### src/rtl/gpu_instruction_queue.sv
// gpu_instruction_queue
// Buffers 35-bit GPU instructions between the instruction source and the GPU.
// A DEPTH-entry circular store feeds a single registered output stage that is
// handed to the GPU with a valid/accept handshake.
//
// Build option: define GPU_INSTRUCTION_QUEUE_FENCE_EN to make FENCE entries
// (opcode bits == FENCE_OPCODE) hold issue until the next VGA frame start.
// Without it FENCE entries are ordinary instructions and VS is unused.
//
// Ports:
//   Clk               system clock, rising edge
//   Reset             asynchronous, active-high reset
//   WriteInstruction  instruction from the producer
//   WriteValid        producer offers WriteInstruction
//   WriteReady        queue can accept a write this cycle (Count != DEPTH)
//   VS                vertical sync, active-low
//   Instruction       registered instruction to the GPU
//   InstructionValid  Instruction holds a valid entry
//   InstructionAccept GPU consumes Instruction this cycle
//   Count             entries in storage, excluding the output register
//   Stalled           waiting for a frame start after a FENCE
//   Overflow          sticky: a write was offered while WriteReady=0
module gpu_instruction_queue #(
  parameter int          INSTR_WIDTH  = 35,
  parameter int          DEPTH        = 16,
  parameter int          ADDR_WIDTH   = 4,
  parameter logic [2:0]  FENCE_OPCODE = 3'b111
) (
  input  logic                   Clk,
  input  logic                   Reset,
  input  logic [INSTR_WIDTH-1:0] WriteInstruction,
  input  logic                   WriteValid,
  output logic                   WriteReady,
  input  logic                   VS,
  output logic [INSTR_WIDTH-1:0] Instruction,
  output logic                   InstructionValid,
  input  logic                   InstructionAccept,
  output logic [ADDR_WIDTH:0]    Count,
  output logic                   Stalled,
  output logic                   Overflow
);

`ifdef GPU_INSTRUCTION_QUEUE_FENCE_EN
  typedef enum logic [1:0] {IDLE = 2'd0, PRESENT = 2'd1, WAIT_FRAME = 2'd2} state_t;
`else
  typedef enum logic [1:0] {IDLE = 2'd0, PRESENT = 2'd1} state_t;
`endif

  logic [INSTR_WIDTH-1:0] mem_r [DEPTH];
  logic [ADDR_WIDTH-1:0]  wptr_r, rptr_r;
  logic [ADDR_WIDTH:0]    count_r;
  logic [INSTR_WIDTH-1:0] instr_r, instr_nxt_s;
  logic                   valid_r, valid_nxt_s;
  logic                   stalled_r, stalled_nxt_s;
  logic                   overflow_r;
  state_t                 state_r, state_nxt_s;
  logic                   full_s, empty_s, write_s, pop_s;
  logic [INSTR_WIDTH-1:0] head_s;
  logic                   head_fence_s;
  logic                   frame_edge_s;

  assign full_s     = (count_r == (ADDR_WIDTH+1)'(DEPTH));
  assign empty_s    = (count_r == (ADDR_WIDTH+1)'(0));
  assign write_s    = WriteValid && !full_s;
  assign head_s     = mem_r[rptr_r];

`ifdef GPU_INSTRUCTION_QUEUE_FENCE_EN
  logic vs_prev_r;

  assign head_fence_s = (head_s[INSTR_WIDTH-1 -: 3] == FENCE_OPCODE);
  // Falling edge of VS: high on the previous edge, low on this one.
  assign frame_edge_s = vs_prev_r && !VS;

  // One-deep VS history for frame-edge detection.
  always_ff @(posedge Clk or posedge Reset) begin
    if (Reset) begin
      vs_prev_r <= 1'b1;
    end else begin
      vs_prev_r <= VS;
    end
  end
`else
  logic unused_vs_s;

  assign head_fence_s = 1'b0;
  assign frame_edge_s = 1'b0;
  assign unused_vs_s  = VS;
`endif

  // Next-state and output-stage decode; pops only from IDLE or on an accept.
  always_comb begin
    pop_s         = 1'b0;
    state_nxt_s   = state_r;
    instr_nxt_s   = instr_r;
    valid_nxt_s   = valid_r;
    stalled_nxt_s = stalled_r;
    case (state_r)
      IDLE: begin
        if (!empty_s) begin
          pop_s = 1'b1;
        end else begin
          pop_s = 1'b0;
        end
      end
      PRESENT: begin
        if (InstructionAccept && !empty_s) begin
          pop_s = 1'b1;
        end else if (InstructionAccept) begin
          valid_nxt_s = 1'b0;
          state_nxt_s = IDLE;
        end else begin
          pop_s = 1'b0;
        end
      end
`ifdef GPU_INSTRUCTION_QUEUE_FENCE_EN
      WAIT_FRAME: begin
        if (frame_edge_s) begin
          stalled_nxt_s = 1'b0;
          state_nxt_s   = IDLE;
        end else begin
          stalled_nxt_s = 1'b1;
        end
      end
`endif
      default: begin
        valid_nxt_s   = 1'b0;
        stalled_nxt_s = 1'b0;
        state_nxt_s   = IDLE;
      end
    endcase

    // A popped FENCE is swallowed; anything else becomes the presented entry.
    if (pop_s && head_fence_s) begin
`ifdef GPU_INSTRUCTION_QUEUE_FENCE_EN
      valid_nxt_s   = 1'b0;
      stalled_nxt_s = 1'b1;
      state_nxt_s   = WAIT_FRAME;
`endif
    end else if (pop_s) begin
      instr_nxt_s = head_s;
      valid_nxt_s = 1'b1;
      state_nxt_s = PRESENT;
    end else begin
      instr_nxt_s = instr_nxt_s;
    end
  end

  // Storage array; contents need no reset since the pointers define validity.
  always_ff @(posedge Clk) begin
    if (write_s) begin
      mem_r[wptr_r] <= WriteInstruction;
    end
  end

  // Pointers, occupancy, output stage, FSM and sticky overflow.
  always_ff @(posedge Clk or posedge Reset) begin
    if (Reset) begin
      wptr_r     <= '0;
      rptr_r     <= '0;
      count_r    <= '0;
      instr_r    <= '0;
      valid_r    <= 1'b0;
      stalled_r  <= 1'b0;
      overflow_r <= 1'b0;
      state_r    <= IDLE;
    end else begin
      if (write_s) begin
        wptr_r <= wptr_r + ADDR_WIDTH'(1);
      end
      if (pop_s) begin
        rptr_r <= rptr_r + ADDR_WIDTH'(1);
      end
      if (write_s && !pop_s) begin
        count_r <= count_r + (ADDR_WIDTH+1)'(1);
      end else if (pop_s && !write_s) begin
        count_r <= count_r - (ADDR_WIDTH+1)'(1);
      end
      if (WriteValid && full_s) begin
        overflow_r <= 1'b1;
      end
      instr_r   <= instr_nxt_s;
      valid_r   <= valid_nxt_s;
      stalled_r <= stalled_nxt_s;
      state_r   <= state_nxt_s;
    end
  end

  assign WriteReady       = !full_s;
  assign Instruction      = instr_r;
  assign InstructionValid = valid_r;
  assign Count            = count_r;
  assign Stalled          = stalled_r;
  assign Overflow         = overflow_r;

endmodule

### config.mk
export PLATFORM = sky130hd
export DESIGN_NAME = gpu_instruction_queue
export DESIGN_NICKNAME = d
export VERILOG_FILES = /design/src/rtl/gpu_instruction_queue.sv
export SDC_FILE = /design/constraint.sdc
export NUM_CORES = 1
export LEC_CHECK = 0
export BUFFER_PORTS_ARGS = -buffer_cell sky130_fd_sc_hd__buf_2
export CORE_MARGIN = 2
export CORE_UTILIZATION = 55
export DETAILED_ROUTE_END_ITERATION = 12
export GPL_ROUTABILITY_DRIVEN = 0
export PLACE_DENSITY = 0.68
export SLEW_MARGIN = 0
export SYNTH_ARGS = -nofsm -noshare
export SYNTH_HDL_FRONTEND = slang
export SYNTH_SLANG_ARGS = --single-unit
### constraint.sdc
create_clock -name Clk -period 8.7 [get_ports Clk]
set_input_delay 1.305 -clock Clk [delete_from_list [all_inputs] [get_ports Clk]]
set_output_delay 1.305 -clock Clk [all_outputs]
set_load 0.01 [all_outputs]
==> impl_metrics.json <==
{
  "hp-class": "flip-flop to flip-flop",
  "setup_violations": 0,
  "synth.net_count": 1103,
  "die-area_sq_um": 44000,
  "nets": 1208,
  "end_kind": "flip-flop",
  "crit_arrival_ns": 4.04,
  "drt_first_iter_violations": 995,
  "via_per_inst": 6.19,
  "ys_seq_area_share_pct": 77.5,
  "timing.final.crit_share_pct": 43.6,
  "core_area_sq_um": 41900,
  "p_sw_mw": 2.44,
  "p_leak_nw": 8.60,
  "pwr-share-clk_pct": 28.6,
  "synth-edff-count": 560,
  "vias": 10801,
  "switching_share_pct": 28.8,
  "cpPeakStageDelay_ns": 0.86,
  "wl_microns": 46800,
  "hold_buffers": 0,
  "area_growth_pct": 12.4,
  "pwr-share-seq_pct": 46.5,
  "cts_max_path_buffers": 3,
  "wire_per_inst_microns": 26.8,
  "grt_max_degree": 60,
  "pre_cts_slack_ns": 4.25,
  "slew_headroom_pct": 24.6,
  "regArea_sq_um": 18100,
  "drv_slew": 0,
  "drcViolationCount": 0,
  "fin_worst_skew_ns": 0.0137,
  "dp_hpwl_microns": 24600,
  "yosysUniqueCellTypes": 37,
  "ant_nets": 0,
  "fin_setup_tns_ns": 0,
  "clk_pin_slew_ns": 0.06,
  "layout_setup_ws_ns": 4.90,
  "die_y_microns": 210,
  "power_frac_comb_pct": 24.9,
  "ys_ff_latch": 610,
  "worstMarginPinSlew_ns": 1.13,
  "drv_cap": 0,
  "io_buffers": 81,
  "hold_depth": 1,
  "core.rowCount": 75,
  "p_per_area_nw_per_um2": 324,
  "grt_pass1_vias": 11266,
  "clkLatencyLatePin_ns": 0.61,
  "drt-pass1-iter-count": 5,
  "peakVddDrop_v": 0.000233,
  "htree_levels": 2,
  "worstPathMaxFanout": 28,
  "antenna_found_initial": 0,
  "multiInputGateArea_sq_um": 4980,
  "period_needed_ns": 3.80,
  "ff2ff_path_depth": 5,
  "cts_sinks": 610,
  "n_fill_cell": 2823,
  "yosys_most_used_dff": "edfxtp_1",
  "synthCells": 1053,
  "rsz0062_at_grt": "no",
  "intPower_mw": 6.04,
  "criticalPathCategory": "input pin to flip-flop",
  "critPathRequiredTime_ns": 8.94,
  "async_flop_share_pct": 8.20,
  "synth_warnings": 0,
  "status": "finished, final reports clean",
  "die_w_microns": 210,
  "grt_remaining_overflow": 0,
  "drive_gt1_share_pct": 30.7,
  "cts_tree": "built",
  "cts_resized": 0,
  "cp_slowest_cell": "nor3_2",
  "synth_area_per_cell_sq_um": 22.1,
  "finalHoldWorstSlack_ns": 0.476,
  "gr-usage-all-layers_pct": 22.1,
  "synth_area_sq_um": 23300,
  "max_freq_mhz": 263,
  "cts_made_buffers": 58,
  "hold_violations": 0,
  "cp-start-kind": "input pin",
  "postCtsSetupBuffers": 0,
  "grt_pass1_wl_microns": 71300,
  "initial_utilization_pct": 55.7,
  "root_buffer": "clkbuf_16",
  "pin_count": 84,
  "worstPathCellList": "buf_2 > a21boi_1 > nand2_1 > nor3_2 > buf_4",
  "n_antenna_cell": 0
}
==> critical path, delay by kind of cell <==
kind | cells | cell delay (ns)
and+or+nand+nor | 2 | 1.30
buffers and inverters | 2 | 0.72
AOI/OAI and AO/OA | 1 | 0.66
==> state kept, by name, indices dropped and copies added, names as in the netlist <==
| register | cells |
|---|---|
| mem_r | 560 |
| rptr_r | 4 |
| wptr_r | 4 |
| state_r | 1 |
| Count | 5 |
| Instruction | 35 |
| Overflow | 1 |
==> cells in the final DEF, fill, tap and decap left out, drive strengths merged, types with 2 or more instances in the layout <==
master / Yosys / routed
ha: 9 / 9
mux2i: 21 / 21
nand2: 14 / 14
nand4: 2 / 2
a22o: 20 / 20
mux4: 140 / 140
clkinv: 1 / 23
buf: 47 / 107
bufinv: 0 / 3
nand2b: 4 / 4
nor2: 15 / 15
nor2b: 20 / 20
xnor2: 9 / 9
edfxtp: 560 / 560
a21oi: 37 / 37
nor3: 4 / 4
o21ai: 3 / 3
dfrtp: 50 / 50
a21o: 2 / 2
clkbuf: 15 / 81
o22ai: 30 / 30
mux2: 16 / 16
inv: 4 / 6
a211o: 20 / 20
==> path summary, 6_finish.rpt <==
kind	slack, ns	startpoint	endpoint
setup / recovery	4.90	WriteValid	mem_r[3][27]
hold / removal	0.48	Overflow	Overflow
setup reg to reg	5.08	Count[0]	mem_r[3][27]
hold reg to reg	0.48	Overflow	Overflow
max in group asynchronous	7.05	Reset	rptr_r[1]
min in group asynchronous	0.96	Reset	Instruction[26]
==> layer usage <==
layer,vias up,GRT usage (%),wire length [microns],part of all wire (%)
met2,308,36.1,23300,50
met3,53,3.04,2170,4.6
li1,4625,-,-,-
met4,0,6.02,733,1.6
met1,5815,32.1,20500,44
met5,-,0,0,0
==> cell type report <==
type	instances	area share, %
clock buffer	81	6.17
clock inverter	28	0.845
inverter	5	0.0907
multi-input combinational	376	19.0
sequential	610	69.0
tap	539	2.57
timing repair buffer	107	2.29
==> power by group through the flow <==
stage | Combinational, mW | Clock, mW | Sequential [mW]
3_3_place_gp | 2.11 | 0 | 4.00
6_report | 2.11 | 2.43 | 3.95
2_1_floorplan | 1.72 | 0 | 3.80
5_1_grt | 2.28 | 2.57 | 4.00
3_5_place_dp | 2.14 | 0 | 4.02
4_1_cts | 2.15 | 2.46 | 3.96
==> cells by family (layout without fill, tap and decap cells) <==
logic type / count (synthesis) / after routing / synth area share (%)
multiplexers: 177 / 177 / 15.2
flip-flops: 610 / 610 / 77.5
AO/OA/AOI/OAI: 116 / 116 / 3.39
other: 1 / 1 / 0.0161
AND/OR/NAND/NOR: 62 / 62 / 1.35
adder cells (fa/ha/maj): 10 / 10 / 0.569
buffers and inverters: 67 / 221 / 1.56
XOR/XNOR: 10 / 10 / 0.376
==> through the flow <==
stage | total power, mW | instances | cell area [sq um] | util (%)
global placement | 6.11 | 1637 | 24400 | 58.2
detailed placement | 6.15 | 1637 | 24400 | 58.2
floorplan | 5.52 | 1053 | 23300 | -
finish | 8.48 | 1746 | 26200 | 62.6
global route | 8.85 | 1746 | 26200 | 62.6
CTS | 8.56 | 1746 | 26200 | 62.6
==> cells in the mapped netlist (16+ instances only) <==
library cell,number,area [sq um]
dfrtp_1,50,1250
mux2_2,16,180
nor2b_1,20,125
edfxtp_1,560,16800
a22o_1,20,175
mux2i_1,21,210
a21oi_1,37,185
buf_2,29,145
a211o_1,20,175
o22ai_1,30,188
mux4_2,140,3150
(Power assumes the default switching activity.)
